$ cat src/rtl/direction_planner.sv
// Car-direction planner for a single-car elevator serving floors 1..FLOORS.
// Latches hall and car requests into pending registers, which also drive the
// button lamps, and clears them when the car serves them. A collective-selective
// policy picks the next travel direction, stopHere flags a required stop at the
// current floor, and after an idle timeout a park call is raised for HOME_FLOOR.
//
// Handshake: there is no valid/ready pair. Each *Req bit is a level that is
// ORed into its pending register on every clock. enable qualifies the decision,
// clear and park updates. doorState and move qualify when the direction may
// change (door closed and car holding) and when requests may be served (door
// open and car holding).
module direction_planner #(
  parameter int FLOORS       = 7,
  parameter int FLOOR_W      = 3,
  parameter int HOME_FLOOR   = 1,
  parameter int PARK_TIMEOUT = 255,
  parameter int CNT_W        = 8
) (
  input  logic               clk,
  input  logic               reset,
  input  logic               enable,
  input  logic [FLOOR_W-1:0] currentFloor,
  input  logic [FLOORS-1:0]  hallUpReq,
  input  logic [FLOORS-1:0]  hallDownReq,
  input  logic [FLOORS-1:0]  carReq,
  input  logic               doorState,
  input  logic               move,
  output logic [1:0]         nextDirection,
  output logic               stopHere,
  output logic [FLOORS-1:0]  pendingUp,
  output logic [FLOORS-1:0]  pendingDown,
  output logic [FLOORS-1:0]  pendingCar
);

  // Direction encoding seen on nextDirection; 2'b11 is never produced.
  typedef enum logic [1:0] {
    DIR_STOP = 2'b00,
    DIR_UP   = 2'b10,
    DIR_DOWN = 2'b01
  } dir_e;

  // The top floor has no up button and the bottom floor has no down button.
  localparam logic [FLOORS-1:0]  UP_MASK   = ~(FLOORS'(1) << (FLOORS - 1));
  localparam logic [FLOORS-1:0]  DOWN_MASK = ~FLOORS'(1);
  localparam logic [FLOORS-1:0]  HOME_MASK = FLOORS'(1) << (HOME_FLOOR - 1);
  localparam logic [FLOOR_W-1:0] TOP_F     = FLOOR_W'(FLOORS);
  localparam logic [FLOOR_W-1:0] HOME_F    = FLOOR_W'(HOME_FLOOR);
  localparam logic [CNT_W-1:0]   CNT_MAX   = '1;
  localparam logic [CNT_W-1:0]   PARK_CNT  = CNT_W'(PARK_TIMEOUT);

  dir_e               dir_q, dir_d;
  dir_e               last_q, last_d;
  logic               stop_q, stop_d;
  logic [FLOORS-1:0]  up_q, up_d;
  logic [FLOORS-1:0]  down_q, down_d;
  logic [FLOORS-1:0]  car_q, car_d;
  logic [CNT_W-1:0]   cnt_q, cnt_d;

  logic               floor_valid;
  logic [FLOOR_W-1:0] floor_m1;
  logic [FLOORS-1:0]  here_mask;
  logic [FLOORS-1:0]  below_mask;
  logic [FLOORS-1:0]  above_mask;
  logic [FLOORS-1:0]  up_now;
  logic [FLOORS-1:0]  down_now;
  logic [FLOORS-1:0]  car_now;
  logic [FLOORS-1:0]  pend_all;
  logic               any_above;
  logic               any_below;
  logic               any_pend;
  logic               here_up;
  logic               here_down;
  logic               here_car;
  logic               fsm_update;
  logic               clear_en;
  logic               idle;
  logic [CNT_W-1:0]   cnt_inc;

  // Floor decode: one-hot position of the car and the masks above/below it.
  always_comb begin
    floor_valid = (currentFloor != '0) && (currentFloor <= TOP_F);
    floor_m1    = currentFloor - FLOOR_W'(1);
    here_mask   = '0;
    below_mask  = '0;
    above_mask  = '0;
    if (floor_valid) begin
      here_mask  = FLOORS'(1) << floor_m1;
      below_mask = here_mask - FLOORS'(1);
      above_mask = ~(here_mask | below_mask);
    end
  end

  // Pending view for this cycle: registered requests merged with new pulses.
  always_comb begin
    up_now    = up_q   | (hallUpReq   & UP_MASK);
    down_now  = down_q | (hallDownReq & DOWN_MASK);
    car_now   = car_q  | carReq;
    pend_all  = up_now | down_now | car_now;
    any_above = |(pend_all & above_mask);
    any_below = |(pend_all & below_mask);
    any_pend  = |pend_all;
    here_up   = |(up_now   & here_mask);
    here_down = |(down_now & here_mask);
    here_car  = |(car_now  & here_mask);
  end

  // Direction FSM: only re-decides while the car holds with its door closed.
  always_comb begin
    dir_d      = dir_q;
    last_d     = last_q;
    fsm_update = enable && !move && !doorState && floor_valid;
    if (fsm_update) begin
      case (dir_q)
        DIR_STOP: begin
          if (any_above && any_below) dir_d = last_q;
          else if (any_above)         dir_d = DIR_UP;
          else if (any_below)         dir_d = DIR_DOWN;
          else                        dir_d = DIR_STOP;
        end
        DIR_UP: begin
          if (any_above)      dir_d = DIR_UP;
          else if (any_below) dir_d = DIR_DOWN;
          else                dir_d = DIR_STOP;
        end
        DIR_DOWN: begin
          if (any_below)      dir_d = DIR_DOWN;
          else if (any_above) dir_d = DIR_UP;
          else                dir_d = DIR_STOP;
        end
        default: dir_d = DIR_STOP;
      endcase
      // Remember the last real travel direction for the STOP tie-break.
      if (dir_d != DIR_STOP) last_d = dir_d;
    end
  end

  // Stop flag: a car call always stops; hall calls depend on travel direction.
  always_comb begin
    stop_d = 1'b0;
    if (floor_valid) begin
      case (dir_q)
        DIR_UP:   stop_d = here_car || here_up   || (here_down && !any_above);
        DIR_DOWN: stop_d = here_car || here_down || (here_up   && !any_below);
        default:  stop_d = here_car || here_up   || here_down;
      endcase
    end
  end

  // Serve requests at an open-door stop, then run the idle/park counter.
  always_comb begin
    up_d     = up_now;
    down_d   = down_now;
    car_d    = car_now;
    cnt_d    = cnt_q;
    clear_en = enable && doorState && !move && floor_valid;
    idle     = enable && (dir_q == DIR_STOP) && !doorState && !move && !any_pend;
    cnt_inc  = (cnt_q == CNT_MAX) ? cnt_q : cnt_q + CNT_W'(1);

    // A clear wins over a request arriving for the same bit in the same cycle.
    if (clear_en) begin
      car_d = car_d & ~here_mask;
      if (dir_q != DIR_DOWN) up_d   = up_d   & ~here_mask;
      if (dir_q != DIR_UP)   down_d = down_d & ~here_mask;
    end

    if (enable) begin
      if (idle) begin
        cnt_d = cnt_inc;
        if ((PARK_TIMEOUT != 0) && (cnt_inc >= PARK_CNT) &&
            floor_valid && (currentFloor != HOME_F)) begin
          car_d = car_d | HOME_MASK;
          cnt_d = '0;
        end
      end else begin
        cnt_d = '0;
      end
    end
  end

  // State registers; reset drops every request and parks the FSM in STOP.
  always_ff @(posedge clk) begin
    if (reset) begin
      dir_q  <= DIR_STOP;
      last_q <= DIR_UP;
      stop_q <= 1'b0;
      up_q   <= '0;
      down_q <= '0;
      car_q  <= '0;
      cnt_q  <= '0;
    end else begin
      dir_q  <= dir_d;
      last_q <= last_d;
      stop_q <= stop_d;
      up_q   <= up_d;
      down_q <= down_d;
      car_q  <= car_d;
      cnt_q  <= cnt_d;
    end
  end

  assign nextDirection = dir_q;
  assign stopHere      = stop_q;
  assign pendingUp     = up_q;
  assign pendingDown   = down_q;
  assign pendingCar    = car_q;

endmodule

$ cat config.mk
export PLATFORM = sky130hd
export DESIGN_NAME = direction_planner
export DESIGN_NICKNAME = d
export VERILOG_FILES = /design/src/rtl/direction_planner.sv
export SDC_FILE = /design/constraint.sdc
export NUM_CORES = 1
export LEC_CHECK = 0
export CAP_MARGIN = 30
export CORE_UTILIZATION = 57
export CTS_CLUSTER_SIZE = 20
export DETAILED_ROUTE_END_ITERATION = 8
export DONT_BUFFER_PORTS = 1
export GPL_TIMING_DRIVEN = 0
export PLACE_DENSITY = 0.78
export SLEW_MARGIN = 30
export SYNTH_ARGS = -nofsm -noshare
export SYNTH_HDL_FRONTEND = slang
export SYNTH_SLANG_ARGS = --single-unit
$ cat constraint.sdc
create_clock -name clk -period 2.4 [get_ports clk]
set_input_delay 0.24 -clock clk [delete_from_list [all_inputs] [get_ports clk]]
set_output_delay 0.24 -clock clk [all_outputs]
set_load 0.05 [all_outputs]
==> metrics.md <==
| Metric | Value |
|---|---|
| Status | completed |
| Flop-to-flop setup slack | 100 ps |
| Worst setup SP type | register |
| Post-route antenna net violation count | 0 |
| VDD IR-drop max | 0.000392 V |
| Worst flop-to-flop path endpoint | cnt_q[5] |
| Most frequent cells in the layout | nor2_1 (27), dfxtp_1 (23), a211oi_1 (17), nand2_1 (16), nand3_1 (11) |
| Post-DR vias/cell | 6.57 |
| Row cnt | 21 |
| CP Launch Point | pendingCar[4] |
| Clk buf depth | 2 |
| Crit path to | cnt_q[5] |
| Leading area contributor after synthesis | dfxtp_1 |
| DIE AREA | 3870 µm² |
| Share of the synthesized area in the top cell type | 32.9% |
| Worst-skew pair later-pin latency | 350 ps |
| WL/cell | 17.6 µm |
| Routability-driven placement congestion ratio | 0.942 |
| First-pass iteration count of the detailed router | 5 |
| Endpoint type of the worst setup path | register |
| Post-synth net total | 289 |
| First-pass GRT wire length | 8880 µm |
| Max cap viols | 0 |
| I/O Buffers | 0 |
| Final Hold Vio Count | 0 |
| GR Util All Layers | 29.0% |
| Gr ovfl total | 0 |
| Crit path max fanout | 10 |
| Setup Buffers After CTS | 0 |
| Hold Buf Count CTS | 0 |
| Final Cell Area | 2290 µm² |
| Initial antenna violation count | 0 |
| Yosys reg bits | 34 |
| Vias in the first global route | 1,848 |
| Final-stage net count | 296 |
| Routed wire length | 5370 µm |
| Max Slew Vio Count | 0 |
| Setup Viol. Count Final | 0 |
| Syn avg cell area | 8.20 µm² |
| Core area | 3420 µm² |
| Largest net degree at the start of global routing | 12 |
| # IOs | 53 |
| Die height | 62.2 µm |
| Ranking of synthesized cells by area | dfxtp_1 (33%), nor2_1 (6.4%), a211oi_1 (6.2%), ha_1 (4.8%), o22ai_1 (3.0%) |
| Number of diodes | 0 |
| Critical path class | reg -> reg |
| Worst Hold Depth | 2 |
| RR Startpoint | pendingCar[4] |
| Layout cell share with drive strength beyond 1 | 20.0% |
| Die Width | 62.2 µm |
| Area growth, synth to finish | 10.9% |
| Clock transition at the registers of the reported paths | 120 ps |
| Fin crit share | 95.9% |
| Worst EP required | 2690 ps |
| Via count | 2,011 |
| Post-synth EDFFs | 0 |
| Cell count after synthesis | 252 |
| FFs w/ async S/R, synth | 0% |
| Fin cells | 306 |
| Hold crit path type | in -> reg |
| Fmax | 0.434 GHz |
| Mapped Area | 2070 µm² |
| TritonCTS buffer count | 5 |
| Leak | 0.897 nW |
| R2R depth | 8 |
| Commonest non-fill, non-tap cell in the layout | nor2_1 |
| H-tree depth | 2 |
| Placed Area | 2120 µm² |
| Setup_tns | 0 ps |
| Number of library cell types mapped by synthesis | 58 |
| Clock Sinks | 34 |
| Slew headroom | 47.5% |
| Placed Instances | 298 |
| Sequential fraction of the synthesis area | 32.9% |
| Worst-Margin Slew | 782 ps |
| DRC errors left | 0 |
| Yosys warns | 0 |
| Critical path arrival | 2600 ps |
| Power density cells | 565 nW/µm² |
| Skew final | 16.3 ps |
| Initial Util | 60.5% |
| Unrepaired setup endpoints after global routing | true |
| 1st-iter DRT viols | 150 |
| Root Driver | clkbuf_4 |
| DP Wirelength | 4000 µm |
| CTS tree | built |
| Leading register cell type out of synthesis | dfxtp_1 |
| Post-layout min period | 2300 ps |
sequential cells by signal, summed over array words and instances, names as in the netlist:
signal / count
pendingUp: 7
pendingCar: 7
nextDirection: 2
cnt_q: 8
last_q: 2
pendingDown: 7
stopHere: 1
layer usage:
metal	global-route usage [%]	wire, µm	vias to the layer above
met5	0	0	-
met4	10.5	111	0
met3	5.15	414	12
met2	45.5	2440	115
met1	39.8	2400	919
li1	-	-	965
cells by family (layout without fill, tap and decap cells):
group	after synthesis	in the layout	synth area share, %
adder cells (fa/ha/maj)	8	8	4.85
AO/OA/AOI/OAI	72	72	25.2
multiplexers	3	3	1.51
flip-flops	34	34	32.9
buffers and inverters	23	31	5.27
AND/OR/NAND/NOR	112	112	30.2
synthesized netlist by cell type (3+ instances only):
cell,n
and3_1,5
buf_2,3
nand3_1,12
o22a_1,5
clkbuf_1,8
a31oi_1,3
o21ai_0,5
a211oi_1,17
or3_1,3
a22oi_1,3
nor3_1,7
dfxtp_1,34
inv_1,5
a21o_1,3
nor3b_1,3
o22ai_1,10
a21oi_1,9
nand2_1,16
nand2b_1,5
inv_2,3
nor2_1,35
ha_1,8
and2_1,4
area by class of cell:
type / instances / area (µm²)
Multi-Input combinational cell: 195 / 1350
Clock buffer: 5 / 37.5
Tap cell: 46 / 57.6
Clock inverter: 3 / 40.0
Fill cell: 290 / 1120
Sequential cell: 34 / 697
Inverter: 9 / 33.8
Buffer: 14 / 75.1
report_power, final:
group	internal (W)	switching, W
clock network	0.000216	0.000207
registers	0.000593	0.000116
logic	0.0000635	0.0000986
total	0.000873	0.000421
worst min path at each step:
stage,from,to,slack (ps)
2_1_floorplan,last_q[1],last_q[1],440
3_3_place_gp,last_q[1],last_q[1],460
3_5_place_dp,last_q[1],last_q[1],460
4_1_cts,hallDownReq[6],pendingDown[6],100
5_1_grt,hallDownReq[6],pendingDown[6],100
6_report,hallDownReq[6],pendingDown[6],90
worst max-delay path, cell delays in order, from the launching register on:
cell	delay [ps]
dfxtp_2	430
nor2_2	190
nand3_1	210
or4_4	540
nor4_4	270
o31ai_4	150
buf_6	160
nor3_1	130
o22a_1	150
metrics by stage:
stage | util [%] | worst slack [ps] | total power (W) | hold WS [ps]
detailed placement | 62.2 | -268 | 0.000869 | 462
finish | 67.1 | 98.0 | 0.00129 | 87.6
global placement | 62.2 | -277 | 0.000867 | 459
floorplan | - | 119 | 0.000831 | 437
global route | 67.1 | -21.3 | 0.00134 | 97.7
CTS | 64.5 | 6.57 | 0.00128 | 95.5
what timing repair did:
| item | 4_1_cts | 5_1_grt |
|---|---|---|
| pin swaps | 1 | 1 |
| resized for setup | 2 | 26 |
| setup endpoints to repair | 8 | 13 |
(Power assumes the default switching activity.)
